$ cat config.mk
export PLATFORM = sky130hd
export DESIGN_NAME = mux_pipe_reg
export DESIGN_NICKNAME = d
export VERILOG_FILES = /design/src/rtl/mux_pipe_reg.sv
export SDC_FILE = /design/constraint.sdc
export NUM_CORES = 1
export LEC_CHECK = 0
export BUFFER_PORTS_ARGS = -buffer_cell sky130_fd_sc_hd__buf_4
export CAP_MARGIN = 20
export CORE_UTILIZATION = 40
export DETAILED_ROUTE_END_ITERATION = 10
export PLACE_DENSITY_LB_ADDON = 0.25
export SLEW_MARGIN = 5
export SYNTH_ARGS = -nofsm -noshare
export SYNTH_HDL_FRONTEND = slang
export SYNTH_SLANG_ARGS = --single-unit
export TNS_END_PERCENT = 1
$ cat constraint.sdc
create_clock -name clk -period 1.9 [get_ports clk]
set_input_delay 0.285 -clock clk [delete_from_list [all_inputs] [get_ports clk]]
set_output_delay 0.285 -clock clk [all_outputs]
set_load 0.03 [all_outputs]
$ cat src/rtl/mux_pipe_reg.sv
// NUM_IN:1 channel select registered behind a valid/ready handshake with a 2-entry skid buffer.
// Out-of-range selects are flagged on out_err and carry zero data.
module mux_pipe_reg #(
    parameter int WIDTH  = 32,
    parameter int NUM_IN = 3,
    parameter int SEL_W  = (NUM_IN > 2) ? $clog2(NUM_IN) : 1
) (
    input  logic                    clk,
    input  logic                    rst,
    input  logic [NUM_IN*WIDTH-1:0] in_data,
    input  logic [SEL_W-1:0]        sel,
    input  logic                    in_valid,
    output logic                    in_ready,
    input  logic                    flush,
    output logic [WIDTH-1:0]        out_data,
    output logic                    out_err,
    output logic                    out_valid,
    input  logic                    out_ready
);

    // Encoding is {out_valid, skid_valid}.
    typedef enum logic [1:0] {
        EMPTY = 2'b00,
        ONE   = 2'b10,
        FULL  = 2'b11
    } state_t;

    state_t           state;
    logic [WIDTH-1:0] skid_data;
    logic             skid_err;
    logic [WIDTH-1:0] cap_data;
    logic             cap_err;
    logic             accept;
    logic             pop;

    assign out_valid = state[1];
    assign accept    = in_valid & in_ready;
    assign pop       = out_valid & out_ready;

    // Any select not matched by a channel leaves zero data with err set.
    always_comb begin
        cap_data = '0;
        cap_err  = 1'b1;
        for (int unsigned k = 0; k < NUM_IN; k++) begin
            if (sel == SEL_W'(k)) begin
                cap_data = in_data[int'(k)*WIDTH +: WIDTH];
                cap_err  = 1'b0;
            end
        end
    end

    always_ff @(posedge clk) begin
        if (rst) begin
            state     <= EMPTY;
            out_data  <= '0;
            out_err   <= 1'b0;
            skid_data <= '0;
            skid_err  <= 1'b0;
            in_ready  <= 1'b1;
        end else if (flush) begin
            state    <= EMPTY;
            in_ready <= 1'b1;
        end else begin
            case (state)
                EMPTY: begin
                    if (accept) begin
                        out_data <= cap_data;
                        out_err  <= cap_err;
                        state    <= ONE;
                    end
                end
                ONE: begin
                    if (accept && pop) begin
                        out_data <= cap_data;
                        out_err  <= cap_err;
                    end else if (accept) begin
                        skid_data <= cap_data;
                        skid_err  <= cap_err;
                        state     <= FULL;
                        in_ready  <= 1'b0;
                    end else if (pop) begin
                        state <= EMPTY;
                    end
                end
                FULL: begin
                    if (pop) begin
                        out_data <= skid_data;
                        out_err  <= skid_err;
                        state    <= ONE;
                        in_ready <= 1'b1;
                    end
                end
                default: begin
                    state    <= EMPTY;
                    in_ready <= 1'b1;
                end
            endcase
        end
    end

endmodule

==> results of run 1 <==
layer usage:
layer | track usage, % | routed length (um) | up-vias | part of all wire [%]
met4 | 7.58 | 106 | 0 | 1.0
met5 | 0 | 0 | - | 0
met1 | 26.3 | 4260 | 1640 | 42
li1 | - | - | 1801 | -
met3 | 4.77 | 722 | 11 | 7.1
met2 | 37.2 | 5050 | 149 | 50
path summary, 6_finish.rpt:
path	startpoint	end	slack, ns	depth (start not counted)
setup / recovery	state[1]$_SDFFE_PP0P_	out_data[1]$_SDFFE_PP0P_	0.10	7
hold / removal	flush	in_ready$_SDFFE_PP1P_	0.25	3
setup reg to reg	state[1]$_SDFFE_PP0P_	out_data[1]$_SDFFE_PP0P_	0.10	7
hold reg to reg	out_data[5]$_SDFFE_PP0P_	out_data[5]$_SDFFE_PP0P_	0.46	2
flip-flops by register name, summed over array words and instances (netlist names):
| signal | cells |
|---|---|
| out_data | 32 |
| skid_data | 32 |
| state | 2 |
| in_ready | 1 |
| out_err | 1 |
| skid_err | 1 |
cells in the mapped netlist (all sizes together) (2+ instances only):
cell and number:
nand2 35, clkbuf 19, dfxtp 69, nor3 36, mux2i 32, ha 4, o211ai 32, inv 4
nor2 69, buf 21, a32o 2, a21oi 33, nand2b 32, a21bo 3, o2bb2ai 32
kinds of logic (layout without fill, tap and decap cells):
logic type               after synthesis  after routing
AND/OR/NAND/NOR                      177            177
AO/OA/AOI/OAI                        112            112
flip-flops                            69             69
buffers and inverters                 44            171
multiplexers                          32             32
adder cells (fa/ha/maj)                4              4
through the flow:
| step | std cells | hold slack (ns) |
|---|---|---|
| after floorplan | 438 | 0.415 |
| final | 673 | 0.246 |
| after global placement | 657 | 0.440 |
| after detailed placement | 657 | 0.446 |
| after global routing | 673 | 0.288 |
| after CTS | 673 | 0.232 |
cell type report:
type                       instances  share of cell area, %
clock buffer                       9                   2.49
multi-input combinational        325                   40.5
sequential                        69                   27.8
tap                              108                   2.72
inverter                           4                  0.302
timing repair buffer             151                   23.8
clock inverter                     7                   2.44
where the power goes:
group          switching, uW  internal [uW]
combinational            387            355
sequential              41.0           1510
clock                    569            879
repair_timing:
| item | CTS | global route |
|---|---|---|
| hold buffers | 0 | 0 |
| setup buffers | 0 | 0 |
| gates resized for setup | 1 | 0 |
| setup endpoints to repair | 1 | 0 |
worst register-to-register path, stage by stage (launching register included):
cell and delay, ns:
dfxtp_2 0.42, inv_1 0.09, ha_1 0.22, a21bo_2 0.24, o2111ai_2 0.26, buf_4 0.29
nand2_1 0.09, a21oi_1 0.06
==> key figures, run 1 <==
Placement
  – Placement Setup Slack: -0.0130 ns
  – PortBufs: 137
  – Placement Cell Area: between 4000 and 5000 um2
  – GPL Wtd Cong: 0.852
  – DP HPWL: roughly 7.3 mm

Final layout
  – Final-stage net count: ~670
  – Commonest non-fill, non-tap cell in the layout: buf_4
  – Fill count: between 700 and 800
  – Final core occ: between 50 and 60%
  – Multi-input logic area: a little over 2000 um2
  – Area occupied by registers: roughly 1400 um2
  – N_diodes: 0
  – Commonest non-fill, non-tap cells in the layout: 147 x buf_4, 69 x nor2_1, 68 x dfxtp_1
  – Final instance area: 4980 um2
  – Share of cells above drive strength 1: a little under a third
  – Area added between synthesis and finish: 38.0%

CTS
  – H-tree levels: 3
  – CTS buffer count: 9
  – Clock tree from TritonCTS: yes
  – Clk buf depth: 2
  – Clk_lat worst skew: ~0.34 ns
  – CTS root buf: clkbuf_8
  – Reg clk slew, reported paths: approximately 0.070 ns
  – Clk sinks: a little under 70

STA
  – Maximum clock frequency: roughly 560 MHz
  – Final Hold Fails: 0
  – Tcrit/Tclk final: 94.6%
  – TNS Setup: 0 ns
  – Final Critical Period: between 1.5 and 2 ns
  – Worst Tran Pin Value: roughly 0.54 ns
  – Final worst setup slack: between 0.1 and 0.15 ns
  – Clk_skew: 0.00809 ns
  – # setup viols final: 0
  – Unrepaired setup endpoints after global routing: no
  – Slew headroom: around 64%
  – Final Max Slew Viols: 0

Die
  – Initial core utilization: between 40% and 50%
  – Core box area: approximately 8700 um2
  – Die area: 9400 um2
  – Ports: around 140
  – Row count: 34
  – Chip Width: approximately 97 um
  – Die Ht: about 97 um

Critical path
  – Setup CP Type: flop to flop
  – CP endpoint kind: flop
  – CP bufs+invs: 2
  – Critical path fanouts, max: 13
  – CP peak stage delay: between 0.4 and 0.5 ns
  – Crit-path slowest cell: dfxtp_2
  – Worst path required time: 2.10 ns
  – CP cell instances: inv_1 -> ha_1 -> a21bo_2 -> o2111ai_2 -> buf_4 -> nand2_1 -> a21oi_1
  – CP top delay family: compound AO/OA/AOI/OAI gates
  – Critical Path AT: 2.00 ns
  – CP startpoint kind: flop

Power and ir drop
  – Final Power: between 3000 and 4000 uW
  – VDD IR max: between 400 and 500 uV
  – PwrDens: 752 nW/um2
  – Leakage: 0.00200 uW

Drt
  – Vias per cell: around 5.4
  – DRT iter0 DRCs: 120
  – DRT antenna net count: 0
  – DRT Pass-1 Iters: 5
  – DR WL/cell: 15.1 um
  – DR DRC count: 0
  – Vias: 3,601
  – DRT Wirelength: 10.1 mm

GRT
  – GRT Overall Usage: about 22%
  – Initial antenna violation count: 0
  – First-pass GRT wire length: approximately 17 mm
  – Grt ovf: 0
  – Largest net degree at the start of global routing: 44
  – Number of global-route vias before repair: 3,534

Synth
  – Post-synthesis mux area share: 8.89%
  – Adder-cell share of the synthesized area: under 10%
  – Syn Inst Count: ~440
  – Post-synthesis simple-gate area fraction: between 20% and 30%
  – Seq cells post-synth: just under 70
  – Number of distinct library cells after synthesis: 33
  – Synth Area in Compound Gates: 22.9%
  – Number of synthesized flops with an enable pin: 0
  – Ys flop type: dfxtp_1
  – Sequential element share of the synthesized area: 38.3%
  – Cell Area, Synth: roughly 3600 um2
  – Async SR Flop Fraction: 0%
  – Synth Warn #: 0
  – Share of the synthesized area in the top cell type: approximately two fifths
  – Biggest area consumer among synthesized cells: dfxtp_1
  – Avg Cell Area, Syn: ~8.2 um2
  – Ranking of synthesized cells by area: dfxtp_1 38%, mux2i_1 8.9%, o2bb2ai_1 7.8%, nor2_1 7.2%, o211ai_1 6.7%
  – Largest family of logic cells by synthesized area: compound AO/OA/AOI/OAI gates
  – Synth Net Count: roughly 550
  – Synth Area in XOR/XNOR: 0%

Run status
  – Status: finished, final reports clean

Worst hold path
  – Hold Path Class: input pin to flop

Job
  – Max-Cap Viols: 0
(Power assumes the default switching activity.)
==> run 2, diff against run 1 <==
MAX_ROUTING_LAYER = met4   (was default)
==> key figures, run 2 (synthesis gave the netlist of run 1 again) <==
Run status
  – Status: finished, final reports clean

STA
  – TNS Setup: 0 ns (unchanged)
  – Final Max Slew Viols: 0 (unchanged)
  – Worst Tran Pin Value: 0.538 ns (-0.00407 ns)
  – Final Critical Period: 1.79 ns (-0.0112 ns)
  – Unrepaired setup endpoints after global routing: no
  – Tcrit/Tclk final: 94.1% (-0.59 points)
  – Slew headroom: 64.0% (+0.27 points)
  – Maximum clock frequency: 560 MHz (+0.62%)
  – Worst hold slack: 0.244 ns (-0.00192 ns)
  – Clk_skew: 0.00838 ns (+0.000293 ns)
  – Final Hold Fails: 0 (unchanged)
  – # setup viols final: 0 (unchanged)

Power and ir drop
  – Switch Pwr: 994 uW (-0.20%)
  – Switching share of power: 26.6% (-0.038 points)
  – Clock group share of total power: 38.7% (about the same)
  – VDD IR max: 478 uV (+0.24%)
  – Logic pwr share: 19.8% (about the same)
  – Leakage: 0.00200 uW (unchanged)
  – PwrDens: 751 nW/um2 (about the same)
  – Final Power: 3740 uW (about the same)
  – Share of power burned in registers: 41.5% (about the same)
  – Cell Int Power: 2740 uW (about the same)

Final layout
  – Final instance area: 4980 um2 (unchanged)
  – Biggest regs: out_data: 32 flops, skid_data: 32 flops, state: 2 flops
  – Area added between synthesis and finish: 38.0% (unchanged)
  – Final-stage net count: 667 (unchanged)
  – Share of cells above drive strength 1: 31.3% (unchanged)
  – Commonest non-fill, non-tap cells in the layout: 147 x buf_4, 69 x nor2_1, 68 x dfxtp_1
  – N_diodes: 0 (unchanged)
  – Commonest non-fill, non-tap cell in the layout: buf_4

Placement
  – GPL Wtd Cong: 0.866 (+1.6%)
  – Placement Cell Area: 4730 um2 (unchanged)
  – PortBufs: 137 (unchanged)
  – DP HPWL: 7.31 mm (unchanged)

Die
  – Die Ht: 96.9 um (unchanged)
  – Row count: 34 (unchanged)
  – Chip Width: 96.9 um (unchanged)
  – Initial core utilization: 41.3% (unchanged)
  – Die area: 9400 um2 (unchanged)
  – Core box area: 8720 um2 (unchanged)
  – Ports: 138 (unchanged)

CTS
  – Clock tree from TritonCTS: yes
  – H-tree levels: 3 (unchanged)
  – CTS buffer count: 9 (unchanged)
  – Clk_lat worst skew: 0.34 ns (about the same)
  – CTS root buf: clkbuf_8
  – Hold_buf cts: 0 (unchanged)
  – Reg clk slew, reported paths: 0.07 ns (about the same)
  – Clk sinks: 69 (unchanged)
  – Clk buf depth: 2 (unchanged)

Critical path
  – Setup CP Type: flop to flop
  – CP endpoint kind: flop
  – Critical path fanouts, max: 13 (unchanged)
  – CP startpoint kind: flop
  – Worst path required time: 2.11 ns (about the same)
  – Critical Path AT: 1.99 ns (about the same)

Drt
  – DRT iter0 DRCs: 126 (+5.0%)
  – Vias per cell: 5.34 (-0.25%)
  – DRT Pass-1 Iters: 4 (-1)
  – DRT Wirelength: 10.1 mm (-0.21%)
  – DR WL/cell: 15.0 um (-0.21%)
  – Vias: 3,592 (-0.25%)
  – DRT antenna net count: 0 (unchanged)
  – DR DRC count: 0 (unchanged)

Job
  – Max-Cap Viols: 0 (unchanged)

GRT
  – Met1 usage: 26.4% (+0.18 points)
  – Largest net degree at the start of global routing: 44 (unchanged)
  – Grt ovf: 0 (unchanged)
  – Gr busiest metal: met2
  – Global routing usage on met2: 37.2% (unchanged)
  – GR met3 Demand/Resource: 4.62% (-0.14 points)
  – GRT Overall Usage: 22.2% (+0.65 points)
  – Number of global-route vias before repair: 3,534 (unchanged)
  – First-pass GRT wire length: 16.7 mm (+0.20%)
  – Initial antenna violation count: 0 (unchanged)

Worst hold path
  – Hold Path Class: input pin to flop
-- run 2: layout make-up --
cell class              count  area (um2)
clock inverters             7         121
repair buffers            151        1180
clock buffers               9         124
well taps                 108         135
fillers                   763        3740
inverters                   4        15.0
multi-input cells         325        2010
flip-flops and latches     69        1380
-- run 2: repair_timing --
item                                    4_1_cts  5_1_grt
gates resized for setup                       1        0
setup buffers                                 0        0
endpoints found under the hold margin         0        0
endpoints found under the setup margin        1        0
-- run 2: layer usage --
metal	share of wire, %	vias to the layer above
li1	-	1795
met4	0.72	0
met5	0	-
met2	51	140
met3	7.7	6
met1	41	1651
-- run 2: metrics by stage --
step	cells	setup WS, ns	utilization (%)
final	673	0.113	57.1
after global routing	673	0.00560	57.1
after CTS	673	0.110	57.1
after detailed placement	657	-0.0130	54.2
after global placement	657	0.0959	54.2
after floorplan	438	0.0121	-
-- run 2: worst paths after layout --
| check | from | to | slack [ns] | cells after the start |
|---|---|---|---|---|
| worst max-delay path | state[1]$_SDFFE_PP0P_ | out_data[1]$_SDFFE_PP0P_ | 0.11 | 7 |
| worst min-delay path | flush | in_ready$_SDFFE_PP1P_ | 0.24 | 3 |
| worst max register to register | state[1]$_SDFFE_PP0P_ | out_data[1]$_SDFFE_PP0P_ | 0.11 | 7 |
| worst min register to register | out_data[23]$_SDFFE_PP0P_ | out_data[23]$_SDFFE_PP0P_ | 0.46 | 2 |
-- run 2: worst max-delay path, cell delays in order, from the launching register on --
cell       delay, ns
dfxtp_2         0.42
inv_1           0.09
ha_1            0.22
a21bo_2         0.24
o2111ai_2       0.26
buf_4           0.28
nand2_1         0.09
a21oi_1         0.06
-- run 2: power by group through the flow --
stage                     sequential (uW)  clock [uW]  combinational [uW]
after detailed placement             1590           0                 745
after global placement               1580           0                 726
after CTS                            1550        1470                 746
final                                1550        1450                 740
after floorplan                      1660           0                 331
after global routing                 1560        1530                 803
